<file path="src/rtl/mem_port_arbiter_if.sv">
// Bundle of the fetch port, data port and single-port memory signals around mem_port_arbiter.
// master = core + memory side, slave = the arbiter.
interface mem_port_arbiter_if #(
    parameter int AW = 32
);
  logic          i_req;
  logic [AW-1:0] i_addr;
  logic          i_gnt;
  logic          i_rvalid;
  logic [31:0]   i_rdata;

  logic          d_req;
  logic          d_we;
  logic [AW-1:0] d_addr;
  logic [31:0]   d_wdata;
  logic          d_gnt;
  logic          d_rvalid;
  logic [31:0]   d_rdata;

  logic [AW-1:0] m_addr;
  logic [31:0]   m_wdata;
  logic          m_wr;
  logic [31:0]   m_rdata;

  modport master (
    output i_req, i_addr, d_req, d_we, d_addr, d_wdata, m_rdata,
    input  i_gnt, i_rvalid, i_rdata, d_gnt, d_rvalid, d_rdata, m_addr, m_wdata, m_wr
  );

  modport slave (
    input  i_req, i_addr, d_req, d_we, d_addr, d_wdata, m_rdata,
    output i_gnt, i_rvalid, i_rdata, d_gnt, d_rvalid, d_rdata, m_addr, m_wdata, m_wr
  );
endinterface

</file>
<file path="src/rtl/mem_port_arbiter.sv">
// Shares one single-port 1-cycle-latency RAM between the fetch and data ports.
// Optional starvation guard for the losing port: define ARB_STARVE_GUARD_EN.
module mem_port_arbiter #(
    parameter int DATA_PRIO  = 1,
    parameter int STARVE_MAX = 4,
    parameter int AW         = 32
) (
    input  logic                clk,
    input  logic                rst_n,
    mem_port_arbiter_if.slave   bus
);

  typedef enum logic [1:0] {
    RESP_NONE   = 2'd0,
    RESP_IFETCH = 2'd1,
    RESP_DLOAD  = 2'd2
  } resp_sel_t;

  resp_sel_t     resp_sel_reg, resp_sel_next;
  logic          i_gnt, d_gnt;
  logic          data_wins;
  logic [AW-1:0] m_addr_sel;
  logic [AW-1:0] addr_hold_reg;

  if (STARVE_MAX < 1) begin : g_bad_starve_max
    $error("mem_port_arbiter: STARVE_MAX must be at least 1");
  end

`ifdef ARB_STARVE_GUARD_EN
  localparam int CNT_W = $clog2(STARVE_MAX + 1);

  logic [CNT_W-1:0] starve_cnt_reg, starve_cnt_next;
  logic             starve_force;
  logic             np_req, np_gnt;

  assign np_req       = (DATA_PRIO != 0) ? bus.i_req : bus.d_req;
  assign np_gnt       = (DATA_PRIO != 0) ? i_gnt : d_gnt;
  assign starve_force = (starve_cnt_reg == CNT_W'(STARVE_MAX));
  // The forced grant clears the count, so it never runs past STARVE_MAX.
  assign data_wins    = (DATA_PRIO != 0) ^ starve_force;

  always_comb begin
    starve_cnt_next = '0;
    if (np_req && !np_gnt) begin
      starve_cnt_next = starve_cnt_reg + 1'b1;
    end
  end

  always_ff @(posedge clk) begin
    if (!rst_n) begin
      starve_cnt_reg <= '0;
    end else begin
      starve_cnt_reg <= starve_cnt_next;
    end
  end
`else
  assign data_wins = (DATA_PRIO != 0);
`endif

  always_comb begin
    i_gnt = 1'b0;
    d_gnt = 1'b0;
    if (rst_n) begin
      if (bus.d_req && (!bus.i_req || data_wins)) begin
        d_gnt = 1'b1;
      end else if (bus.i_req) begin
        i_gnt = 1'b1;
      end
    end
  end

  // Idle cycles keep the last address on the bus to avoid needless toggling.
  always_comb begin
    m_addr_sel = addr_hold_reg;
    if (d_gnt) begin
      m_addr_sel = bus.d_addr;
    end else if (i_gnt) begin
      m_addr_sel = bus.i_addr;
    end
  end

  always_ff @(posedge clk) begin
    addr_hold_reg <= m_addr_sel;
  end

  assign bus.i_gnt   = i_gnt;
  assign bus.d_gnt   = d_gnt;
  assign bus.m_addr  = m_addr_sel;
  assign bus.m_wdata = bus.d_wdata;
  assign bus.m_wr    = d_gnt & bus.d_we;

  always_ff @(posedge clk) begin
    if (!rst_n) begin
      resp_sel_reg <= RESP_NONE;
    end else begin
      resp_sel_reg <= resp_sel_next;
    end
  end

  always_comb begin
    resp_sel_next = RESP_NONE;
    if (i_gnt) begin
      resp_sel_next = RESP_IFETCH;
    end else if (d_gnt && !bus.d_we) begin
      resp_sel_next = RESP_DLOAD;
    end
  end

  always_comb begin
    bus.i_rvalid = (resp_sel_reg == RESP_IFETCH);
    bus.d_rvalid = (resp_sel_reg == RESP_DLOAD);
    bus.i_rdata  = bus.m_rdata;
    bus.d_rdata  = bus.m_rdata;
  end

endmodule

</file>
<file path="src/flat_wrapper.sv">
// flat-port wrapper written by rule: the top's interface ports become plain ports
module mem_port_arbiter_flat 
#(
    parameter int DATA_PRIO  = 1,
    parameter int STARVE_MAX = 4,
    parameter int AW         = 32
)
  (clk, rst_n, bus_i_req, bus_i_addr, bus_d_req, bus_d_we, bus_d_addr, bus_d_wdata, bus_m_rdata, bus_i_gnt, bus_i_rvalid, bus_i_rdata, bus_d_gnt, bus_d_rvalid, bus_d_rdata, bus_m_addr, bus_m_wdata, bus_m_wr);
  mem_port_arbiter_if #(.AW(AW)) bus_i ();
  input  logic clk;
  input  logic rst_n;
  input wire logic [$bits(bus_i.i_req)-1:0] bus_i_req;
  input wire logic [$bits(bus_i.i_addr)-1:0] bus_i_addr;
  input wire logic [$bits(bus_i.d_req)-1:0] bus_d_req;
  input wire logic [$bits(bus_i.d_we)-1:0] bus_d_we;
  input wire logic [$bits(bus_i.d_addr)-1:0] bus_d_addr;
  input wire logic [$bits(bus_i.d_wdata)-1:0] bus_d_wdata;
  input wire logic [$bits(bus_i.m_rdata)-1:0] bus_m_rdata;
  output wire logic [$bits(bus_i.i_gnt)-1:0] bus_i_gnt;
  output wire logic [$bits(bus_i.i_rvalid)-1:0] bus_i_rvalid;
  output wire logic [$bits(bus_i.i_rdata)-1:0] bus_i_rdata;
  output wire logic [$bits(bus_i.d_gnt)-1:0] bus_d_gnt;
  output wire logic [$bits(bus_i.d_rvalid)-1:0] bus_d_rvalid;
  output wire logic [$bits(bus_i.d_rdata)-1:0] bus_d_rdata;
  output wire logic [$bits(bus_i.m_addr)-1:0] bus_m_addr;
  output wire logic [$bits(bus_i.m_wdata)-1:0] bus_m_wdata;
  output wire logic [$bits(bus_i.m_wr)-1:0] bus_m_wr;
  assign bus_i.i_req = bus_i_req;
  assign bus_i.i_addr = bus_i_addr;
  assign bus_i.d_req = bus_d_req;
  assign bus_i.d_we = bus_d_we;
  assign bus_i.d_addr = bus_d_addr;
  assign bus_i.d_wdata = bus_d_wdata;
  assign bus_i.m_rdata = bus_m_rdata;
  assign bus_i_gnt = bus_i.i_gnt;
  assign bus_i_rvalid = bus_i.i_rvalid;
  assign bus_i_rdata = bus_i.i_rdata;
  assign bus_d_gnt = bus_i.d_gnt;
  assign bus_d_rvalid = bus_i.d_rvalid;
  assign bus_d_rdata = bus_i.d_rdata;
  assign bus_m_addr = bus_i.m_addr;
  assign bus_m_wdata = bus_i.m_wdata;
  assign bus_m_wr = bus_i.m_wr;
  mem_port_arbiter #(.DATA_PRIO(DATA_PRIO), .STARVE_MAX(STARVE_MAX), .AW(AW)) u_core (.clk(clk), .rst_n(rst_n), .bus(bus_i));
endmodule
</file>
<file path="config.mk">
export PLATFORM = sky130hd
export DESIGN_NAME = mem_port_arbiter_flat
export DESIGN_NICKNAME = d
export VERILOG_FILES = /design/src/rtl/mem_port_arbiter_if.sv /design/src/rtl/mem_port_arbiter.sv /design/src/flat_wrapper.sv
export SDC_FILE = /design/constraint.sdc
export NUM_CORES = 1
export LEC_CHECK = 0
export ABC_AREA = 0
export CORE_AREA = 3 3 102 104
export DETAILED_ROUTE_END_ITERATION = 8
export DIE_AREA = 0 0 105 107
export DONT_BUFFER_PORTS = 1
export PLACE_DENSITY = 0.41
export SLEW_MARGIN = 40
export SYNTH_ARGS = -nofsm -noshare
export SYNTH_HDL_FRONTEND = slang
export SYNTH_SLANG_ARGS = --single-unit
</file>
<file path="constraint.sdc">
create_clock -name clk -period 1.9 [get_ports clk]
set_input_delay 0.38 -clock clk [delete_from_list [all_inputs] [get_ports clk]]
set_output_delay 0.38 -clock clk [all_outputs]
set_load 0.02 [all_outputs]
</file>
==> impl_results.rst <==
.. list-table::
   :header-rows: 1

   * - Metric
     - Value
   * - Status
     - complete, no violations
   * - Worst hold start
     - bus_d_we
   * - Global-route wire length before repair
     - about 8500 microns
   * - Yosys warning count
     - 0
   * - Critical Setup Path Class
     - in2out
   * - H-tree Lvls
     - 2
   * - Category of the worst setup path launch point
     - primary input
   * - CP startpoint
     - rst_n
   * - Row Count
     - 36
   * - R2R Setup Slk
     - slightly above 0.9 ns
   * - Port Buffer Count
     - 0
   * - Fraction of final layout cells sized beyond drive strength 1
     - 0.376
   * - CTS tree
     - yes
   * - Initial Util
     - 0.269
   * - Via count of the first global-routing pass
     - between 1500 and 2000
   * - Chip height
     - between 100 and 150 microns
   * - Post-cts sizing count
     - 0
   * - Largest driver fanout on the critical path
     - 35
   * - Clock slew seen by the registers of the worst setup and hold paths
     - roughly 0.07 ns
   * - Final design utilization
     - 0.205
   * - WL per Instance
     - approximately 18 microns
   * - Die Outline Area
     - around 0.011 sq mm
   * - Proportion of synthesized chip area in sequential cells
     - 0.263
   * - Reported max-cap violation count
     - 0
   * - Slew Limit Headroom
     - 0.685
   * - Post-synthesis cell type count
     - 13
   * - Final TNS setup
     - 0 ns
   * - Total wire length
     - between 5000 and 6000 microns
   * - Worst Tran Pin Value
     - 0.470 ns
   * - Worst IR Drop VDD
     - 0.000255 V
   * - FF+latch count, synth
     - 34
   * - Total power divided by cell area
     - roughly 940 mW/mm^2
   * - Drt via density
     - 4.81
   * - HP Class
     - in2reg
   * - Source of the worst register-to-register timing path
     - u_core.addr_hold_reg[12]$_DFF_P_
   * - Crit path DAT
     - 1.28 ns
   * - Leakage power total
     - 0.617 nW
   * - Placed insts
     - ~300
   * - Initial antenna violation count
     - 0
   * - I/O Pins
     - ~270
   * - DRT iter0 DRCs
     - 60
   * - Number of nets in the finished design
     - around 320
   * - Die Width
     - approximately 110 microns
   * - Storage cell area
     - 681 sq um
   * - Routability congestion estimate
     - 0.571
   * - Num CTS Buffers
     - 5
   * - Max-slew violation count
     - 0
   * - Clock network latency to the later pin of the worst-skew pair
     - 0.29 ns
   * - Filler Cell Count
     - 1094
   * - Global-route usage over all layers
     - 0.0968
   * - Unrepaired setup endpoints after global routing
     - no
   * - Cts-stage hold buffer count
     - 0
   * - Final worst path period share
     - 0.872
   * - Largest net degree at the start of global routing
     - about 70
   * - Area of the mapped netlist
     - between 0.002 and 0.003 sq mm
   * - Clock tree root buffer cell
     - clkbuf_8
   * - Bufs on Longest Clock Path
     - 2
   * - Time the final worst path needs with I/O delays and setup
     - approximately 1.7 ns
   * - Largest cells by area after synthesis
     - buf_4 (29%), dfxtp_1 (26%), nor3_2 (22%), nor3_1 (7.7%), o22ai_1 (7.7%)
   * - Critical path required time
     - 1.52 ns
   * - Post-route ant nets
     - 0
   * - Area fraction of the dominant cell type after synthesis
     - 0.293
   * - Max FFs per register
     - 32
   * - Post-route non-filler standard cell count
     - ~310
   * - Post-place setup slack
     - about 0.23 ns
   * - Total area of multi-input combinational cells
     - 0.00101 sq mm
   * - Nature of the critical path endpoint
     - output port
   * - Post-synth top area cell
     - buf_4
   * - Area Overhead vs Synth
     - -23.7%
   * - Floorplan core area
     - around 0.0096 sq mm
   * - Buffers inserted by post-CTS timing repair
     - 0
   * - Fin worst setup slack
     - approximately 0.24 ns
   * - Number of remaining DRC errors
     - 0
   * - Maximum clock frequency
     - a little over 600 MHz
   * - Skew final
     - 0 ns
   * - Post-Synthesis Net Count
     - 422
   * - Final Hold Fails
     - 0
   * - Remaining Overflow, GRT
     - 0
   * - Via count
     - 1510
   * - ANT cells
     - 0
   * - Clk sinks
     - 34
   * - Avg Cell Area, Syn
     - 8.96 sq um
   * - Detailed placer's ending HPWL
     - 3680 microns
   * - Pre-antenna DRT Iters
     - 4
   * - Setup-failing EPs final
     - 0
   * - Cells after Synth
     - between 200 and 300
-- cell families (layout without fill, tap and decap cells) --
family | Yosys count | after routing | share of synthesized area
AOI/OAI and AO/OA | 32 | 32 | 0.0773
buffers and inverters | 119 | 11 | 0.346
DFF | 34 | 34 | 0.263
and+or+nand+nor | 104 | 104 | 0.314
-- layout by cell type (no fill, tap or decap) --
| master | count |
|---|---|
| buf_4 | 4 |
| nor3_1 | 40 |
| o22ai_1 | 32 |
| nand2_4 | 2 |
| nor2_1 | 3 |
| nor3_2 | 56 |
| clkbuf_8 | 6 |
| and3_1 | 1 |
| inv_1 | 1 |
| nor2b_1 | 2 |
| dfxtp_1 | 34 |
-- where the power goes --
group          switching (mW)  internal, mW
Combinational           0.284         0.131
Sequential             0.0676         0.822
Clock                   0.272         0.280
-- critical path, stage by stage --
cell and delay [ns]:
nand2_4 0.32, nor3_1 0.11, nor3_2 0.45
-- metal layers --
layer / vias up / GRT usage / routed length [microns]
met1: 695 / 0.102 / 2180
met5: - / 0 / 0
met2: 81 / 0.154 / 2680
met4: 0 / 0.0759 / 294
li1: 698 / - / -
met3: 36 / 0.0379 / 537
-- synthesized netlist by cell type --
cell and instances:
and3_1 1, nor2_1 3, dfxtp_1 34, o22ai_1 32, nand2_4 2, inv_1 1, buf_6 3, buf_8 3
buf_4 101, nor2b_1 2, buf_2 11, nor3_1 40, nor3_2 56
-- stage by stage --
stage,hold slack (ns),power [mW],instance area [sq um]
2_1_floorplan,0.452,1.62,2590
4_1_cts,0.131,1.91,1980
6_report,0.156,1.86,1980
5_1_grt,0.128,1.97,1980
3_5_place_dp,0.455,1.33,1890
3_3_place_gp,0.457,1.31,1890
-- worst paths after layout --
kind | to | cells after the start
worst min register to register | u_core.addr_hold_reg[9]$_DFF_P_ | 2
worst min-delay path | u_core.resp_sel_reg[1]$_SDFF_PP0_ | 1
worst max register to register | u_core.addr_hold_reg[12]$_DFF_P_ | 2
worst max-delay path | bus_m_addr[12] | 3
-- area by class of cell --
class	instances	area share
well taps	133	0.0842
repair buffers	4	0.0152
clock buffers	6	0.0418
inverters	1	0.00190
flip-flops and latches	34	0.344
multi-input cells	136	0.513
(Power assumes the default switching activity.)
